**src/rtl/matmul_pkg.sv**
```systemverilog
// -----------------------------------------------------------------------------
// matmul_pkg
// Shared definitions for the matmul operand loader: default widths, the loader
// FSM state type and the (row, col, is_b) -> {bank, addr} tile mapping used to
// scatter operands across the per-bank BRAMs.
// -----------------------------------------------------------------------------
package matmul_pkg;

   localparam int unsigned DWIDTH_DEF = 16;
   localparam int unsigned AWIDTH_DEF = 10;

   typedef enum logic [2:0] {
      StIdle,
      StLoadA,
      StLoadB,
      StRun,
      StFinish
   } loader_state_t;

   typedef struct packed {
      logic [31:0] bank;
      logic [31:0] addr;
   } tile_loc_t;

   // A is split by column groups, B by row groups; each bank holds
   // MAT_DIM/NUM_BANKS consecutive elements per row (A) or per column (B).
   function automatic tile_loc_t tile_map(input int unsigned r,
                                          input int unsigned c,
                                          input logic        is_b,
                                          input int unsigned mat_dim,
                                          input int unsigned num_banks);
      int unsigned per_bank;
      tile_loc_t   loc;
      per_bank = mat_dim / num_banks;
      if (is_b) begin
         loc.bank = r / per_bank;
         loc.addr = c * per_bank + r % per_bank;
      end else begin
         loc.bank = c / per_bank;
         loc.addr = r * per_bank + c % per_bank;
      end
      return loc;
   endfunction

endpackage

```
**src/rtl/matmul_operand_loader_tile_index_counter.sv**
```systemverilog
// -----------------------------------------------------------------------------
// tile_index_counter
// Row/column counter walking a MAT_DIM x MAT_DIM matrix in row-major order.
//   clk, resetn : clock, async active-low reset
//   inc         : advance one element (column inner, row outer)
//   clr         : synchronous clear, wins over inc
//   r, c        : current row / column
//   last        : r == c == MAT_DIM-1; the next inc wraps both to zero
// -----------------------------------------------------------------------------
module tile_index_counter #(
   parameter  int unsigned MAT_DIM = 16,
   localparam int unsigned LW      = $clog2(MAT_DIM)
) (
   input  logic          clk,
   input  logic          resetn,
   input  logic          inc,
   input  logic          clr,
   output logic [LW-1:0] r,
   output logic [LW-1:0] c,
   output logic          last
);

   localparam logic [LW-1:0] Max = LW'(MAT_DIM - 1);

   logic [LW-1:0] r_q, r_d, c_q, c_d;

   always_comb begin
      r_d = r_q;
      c_d = c_q;
      if (clr) begin
         r_d = '0;
         c_d = '0;
      end else if (inc) begin
         if (c_q == Max) begin
            c_d = '0;
            r_d = (r_q == Max) ? '0 : r_q + LW'(1);
         end else begin
            c_d = c_q + LW'(1);
         end
      end
   end

   always_ff @(posedge clk or negedge resetn) begin
      if (!resetn) begin
         r_q <= '0;
         c_q <= '0;
      end else begin
         r_q <= r_d;
         c_q <= c_d;
      end
   end

   assign r    = r_q;
   assign c    = c_q;
   assign last = (r_q == Max) && (c_q == Max);

endmodule

```
**src/rtl/matmul_operand_loader.sv**
```systemverilog
// -----------------------------------------------------------------------------
// matmul_operand_loader
// Accepts a valid/ready stream of A then B (both row-major), scatters them into
// the per-bank operand BRAMs, then holds mm_start until mm_done.
//   clk, resetn            : clock, async active-low reset
//   load_go                : start a pass (sampled in idle only)
//   in_valid/in_ready/in_data : operand element stream
//   a_we/a_addr/a_wdata    : registered one-hot write port, A banks
//   b_we/b_addr/b_wdata    : registered one-hot write port, B banks
//   mm_start, mm_done      : compute block handshake
//   busy                   : any state other than idle
//   load_done              : one-cycle pulse at the end of a pass
// -----------------------------------------------------------------------------
module matmul_operand_loader
   import matmul_pkg::*;
#(
   parameter int unsigned DWIDTH    = DWIDTH_DEF,
   parameter int unsigned AWIDTH    = AWIDTH_DEF,
   parameter int unsigned MAT_DIM   = 16,
   parameter int unsigned NUM_BANKS = 4
) (
   input  logic                 clk,
   input  logic                 resetn,
   input  logic                 load_go,
   input  logic                 in_valid,
   output logic                 in_ready,
   input  logic [DWIDTH-1:0]    in_data,
   output logic [NUM_BANKS-1:0] a_we,
   output logic [AWIDTH-1:0]    a_addr,
   output logic [DWIDTH-1:0]    a_wdata,
   output logic [NUM_BANKS-1:0] b_we,
   output logic [AWIDTH-1:0]    b_addr,
   output logic [DWIDTH-1:0]    b_wdata,
   output logic                 mm_start,
   input  logic                 mm_done,
   output logic                 busy,
   output logic                 load_done
);

   localparam int unsigned LW = $clog2(MAT_DIM);

   loader_state_t          state_q, state_d;
   logic                   in_ready_q;
   logic [LW-1:0]          cnt_r, cnt_c;
   logic                   cnt_last;
   logic                   accept;
   tile_loc_t              loc;
   logic [NUM_BANKS-1:0]   we_d;
   logic [AWIDTH-1:0]      waddr_d;
   logic [NUM_BANKS-1:0]   a_we_q, b_we_q;
   logic [AWIDTH-1:0]      a_addr_q, b_addr_q;
   logic [DWIDTH-1:0]      a_wdata_q, b_wdata_q;

   assign accept = in_valid && in_ready_q;

   // Cleared while idle so every pass starts at element (0, 0).
   tile_index_counter #(
      .MAT_DIM (MAT_DIM)
   ) u_tile_index_counter (
      .clk    (clk),
      .resetn (resetn),
      .inc    (accept),
      .clr    (state_q == StIdle),
      .r      (cnt_r),
      .c      (cnt_c),
      .last   (cnt_last)
   );

   always_comb begin
      loc     = tile_map(32'(cnt_r), 32'(cnt_c), state_q == StLoadB, MAT_DIM, NUM_BANKS);
      we_d    = NUM_BANKS'(1) << loc.bank;
      waddr_d = AWIDTH'(loc.addr);
   end

   always_comb begin
      state_d = state_q;
      unique case (state_q)
         StIdle:   if (load_go) state_d = StLoadA;
         StLoadA:  if (accept && cnt_last) state_d = StLoadB;
         StLoadB:  if (accept && cnt_last) state_d = StRun;
         StRun:    if (mm_done) state_d = StFinish;
         StFinish: state_d = StIdle;
         default:  state_d = StIdle;
      endcase
   end

   always_ff @(posedge clk or negedge resetn) begin
      if (!resetn) begin
         state_q    <= StIdle;
         in_ready_q <= 1'b0;
         a_we_q     <= '0;
         a_addr_q   <= '0;
         a_wdata_q  <= '0;
         b_we_q     <= '0;
         b_addr_q   <= '0;
         b_wdata_q  <= '0;
      end else begin
         state_q    <= state_d;
         // Decoded from the next state so ready stays high across A->B.
         in_ready_q <= (state_d == StLoadA) || (state_d == StLoadB);
         a_we_q     <= '0;
         b_we_q     <= '0;
         if (accept && (state_q == StLoadA)) begin
            a_we_q    <= we_d;
            a_addr_q  <= waddr_d;
            a_wdata_q <= in_data;
         end
         if (accept && (state_q == StLoadB)) begin
            b_we_q    <= we_d;
            b_addr_q  <= waddr_d;
            b_wdata_q <= in_data;
         end
      end
   end

   assign in_ready  = in_ready_q;
   assign a_we      = a_we_q;
   assign a_addr    = a_addr_q;
   assign a_wdata   = a_wdata_q;
   assign b_we      = b_we_q;
   assign b_addr    = b_addr_q;
   assign b_wdata   = b_wdata_q;
   assign mm_start  = (state_q == StRun);
   assign busy      = (state_q != StIdle);
   assign load_done = (state_q == StFinish);

endmodule

```
**config.mk**
```make
export PLATFORM = sky130hd
export DESIGN_NAME = matmul_operand_loader
export DESIGN_NICKNAME = d
export VERILOG_FILES = /design/src/rtl/matmul_pkg.sv /design/src/rtl/matmul_operand_loader_tile_index_counter.sv /design/src/rtl/matmul_operand_loader.sv
export SDC_FILE = /design/constraint.sdc
export NUM_CORES = 1
export LEC_CHECK = 0
export ABC_AREA = 0
export BUFFER_PORTS_ARGS = -buffer_cell sky130_fd_sc_hd__buf_2
export CORE_UTILIZATION = 35
export DETAILED_ROUTE_END_ITERATION = 8
export MAX_ROUTING_LAYER = met4
export RECOVER_POWER = 50
export SETUP_SLACK_MARGIN = 0.5
export SYNTH_ARGS = -nofsm -noshare
export SYNTH_HDL_FRONTEND = slang
export SYNTH_SLANG_ARGS = --single-unit
```
**constraint.sdc**
```tcl
create_clock -name clk -period 1.6 [get_ports clk]
set_input_delay 0 -clock clk [delete_from_list [all_inputs] [get_ports clk]]
set_output_delay 0 -clock clk [all_outputs]
set_load 0.01 [all_outputs]
```
==> impl_metrics.toml <==
[run_status]
outcome = "completed"

[routing]
via_per_inst = 4.79
routed_wl_microns = 7320
vias = 2184
drt_iter0_markers = 147
wl_per_cell_microns = 16.1
antenna_left = 0
first_pass_iters = 4
post-route-drc-count = 0

[worst_hold_path]
hold_path_class = "in2reg"
min_from = "load_go"
min_path_cells = 4
whs_endpoint = "in_ready$_DFF_PN0_"

[cells_and_area]
layout_commonest_cell = "dfrtp_1"
layout_common_cells = "59 x dfrtp_1, 41 x clkbuf_1, 39 x mux2_4"
nets = 373
area_delta_synth_final_pct = 59.0
drive_gt1_frac = 0.492
n_antenna_cell = 0

[critical_path]
slowest_delay_ns = 0.40
crit_chain = "nand2_4 > nor4_4 > buf_6 > clkbuf_16 > mux2_4"
reg2reg_to = "a_wdata[12]$_DFFE_PN0P_"
worstPathRequired_ns = 1.82
path_class = "reg2reg"
rr_startpoint = "in_ready$_DFF_PN0_"
crit_slowest_cell = "dfrtp_2"
critPathMaxFanout = 7
cp.arrival_ns = 1.75
reg2regPathDepth = 5
cp-start-kind = "register"
timing.reg2reg.setup_slack_ns = 0.07
cp-end-kind = "register"

[power]
ir_drop_mv = 0.518
p_leak_nw = 2.09
power.total_w = 0.00459
powerDensity_nw_per_um2 = 1040

[sta]
rsz0062_at_grt = "true"
hold_viol_final = 0
fin_crit_sh = 0.954
relSlewSlack = 0.243
fin_crit_ns = 1.53
tightest_slew_ns = 1.14
setup_viol = 0
slew_viol_final = 0
worst_clock_skew_ns = 0.00491
fmax_mhz = 655
finalSetupTns_ns = 0

[clock_tree]
clock_latency_ns = 0.33
cts_made_buffers = 9
clkTransAtPathRegs_ns = 0.07
cts_tree = "built"
root_buffer = "clkbuf_8"
cts_htree_levels = 3
cts.sinks = 64
cts_buffer_depth = 2

[yosys]
synth_flop_cell = "dfrtp_1"
ys_ff_latch = 64
ys_seq_area_frac = 0.577
synthTopCellsByArea = "dfrtp_1 58%, mux2_2 10%, mux2_4 5.4%"
syn_inst = 207
synth_edf_count = 0
synth_cell_type_count = 43
async_reset_ff_frac = 1.00
avgSynthCellArea_sq_um = 13.4
syn_area_sq_um = 2780
synth_largest_area_cell = "dfrtp_1"
yosys_warnings = 0
synth_top_area_frac = 0.577

[floorplan]
dieArea_sq_um = 8300
start_util = 0.361
boundaryPins = 85
rows = 32
fp.dieH_microns = 91.1
die_w_microns = 91.1
coreArea_sq_um = 7690

[global_routing]
grt.overflow.total = 0
grt_pass1_vias = 2187
antenna_found_initial = 0
grt_pass1_wl_microns = 11300
grtUsageTotal = 0.182
grt_max_degree = 46

[placement]
port_buffers = 76
hpwlAfterDp_microns = 4040
gp_congestion = 0.756

[job]
drv_cap = 0
how the worst max path moves through the flow:
stage / from / to / slack [ns] / depth (start not counted)
floorplan: state_q[0]$_DFF_PN0_ / b_wdata[10]$_DFFE_PN0P_ / 0.03 / 5
global placement: u_tile_index_counter.c[1]$_DFFE_PN0P_ / state_q[0]$_DFF_PN0_ / 0.1 / 4
detailed placement: u_tile_index_counter.c[1]$_DFFE_PN0P_ / state_q[0]$_DFF_PN0_ / 0.10 / 4
CTS: state_q[1]$_DFF_PN0_ / a_wdata[5]$_DFFE_PN0P_ / 0.14 / 3
global route: in_ready$_DFF_PN0_ / a_addr[5]$_DFFE_PN0P_ / 0.03 / 5
finish: in_ready$_DFF_PN0_ / a_wdata[12]$_DFFE_PN0P_ / 0.07 / 5
power by group:
part | internal (W) | switching [W] | leakage, nW | total (W)
Clock | 0.000952 | 0.000597 | 0.112 | 0.00155
Combinational | 0.000537 | 0.000535 | 1.15 | 0.00107
Sequential | 0.00181 | 0.000153 | 0.822 | 0.00196
Total | 0.00330 | 0.00129 | 2.09 | 0.00459
timing repair:
item | 4_1_cts | 5_1_grt
pin swaps | 13 | 12
setup buffers | 20 | 6
cloned | 2 | 2
hold endpoints to repair | 55 | 0
gates resized for setup | 39 | 43
endpoints found under the setup margin | 66 | 68
hold buffers | 19 | 0
kinds of logic (layout without fill, tap and decap cells):
family          Yosys count  after routing  share of synthesized area
flops                    64             64                      0.577
simple gates             52             52                      0.120
mux                      45             45                      0.193
buf+inv                  25            165                     0.0590
compound gates           16             16                     0.0347
fa+ha+maj                 2              2                    0.00901
xor+xnor                  2              2                    0.00631
other cells               1              8                    0.00135
final cells by class:
class | instances | area, sq um
repair buffers | 142 | 1100
flip-flops and latches | 64 | 1610
inverters | 8 | 32.5
clock buffers | 12 | 155
fillers | 647 | 3270
multi-input cells | 125 | 1320
clock inverters | 3 | 65.1
well taps | 102 | 128
cell usage after synthesis (5+ instances only):
library cell,number
a21oi_1,5
buf_4,9
dfrtp_1,64
inv_1,7
mux2_2,25
mux2_4,10
mux2i_1,6
nand3_1,6
nor2_1,10
critical path: cells and delay by family, from the launching register on:
family,cells,cell delay [ns]
and+or+nand+nor,2,0.38
DFF,1,0.40
buffers and inverters,2,0.33
muxes,1,0.29
stage by stage:
stage	cell area, sq um	setup WS, ns	hold slack, ns	util	cells
5_1_grt	4420	0.0310	0.0837	0.575	456
2_1_floorplan	2870	0.0338	-0.296	-	214
6_report	4420	0.0730	0.0720	0.575	456
3_5_place_dp	3410	0.101	-0.0119	0.443	392
4_1_cts	4190	0.144	0.0572	0.546	448
3_3_place_gp	3410	0.0982	-0.0179	0.443	392
sequential cells by signal, summed over array words and instances (netlist names):
register                cells
a_addr                      6
a_wdata                    16
a_we                        4
b_addr                      6
b_wdata                    16
b_we                        4
in_ready                    1
state_q                     3
u_tile_index_counter.c      4
u_tile_index_counter.r      4
metal layers:
layer | part of all wire | vias up | track usage
met3 | 0.045 | 14 | 0.0394
met4 | 0.020 | 0 | 0.0807
met2 | 0.48 | 71 | 0.272
li1 | - | 1004 | -
met5 | 0 | - | -
met1 | 0.46 | 1095 | 0.238
No activity file was read; power rests on OpenSTA's default activity.
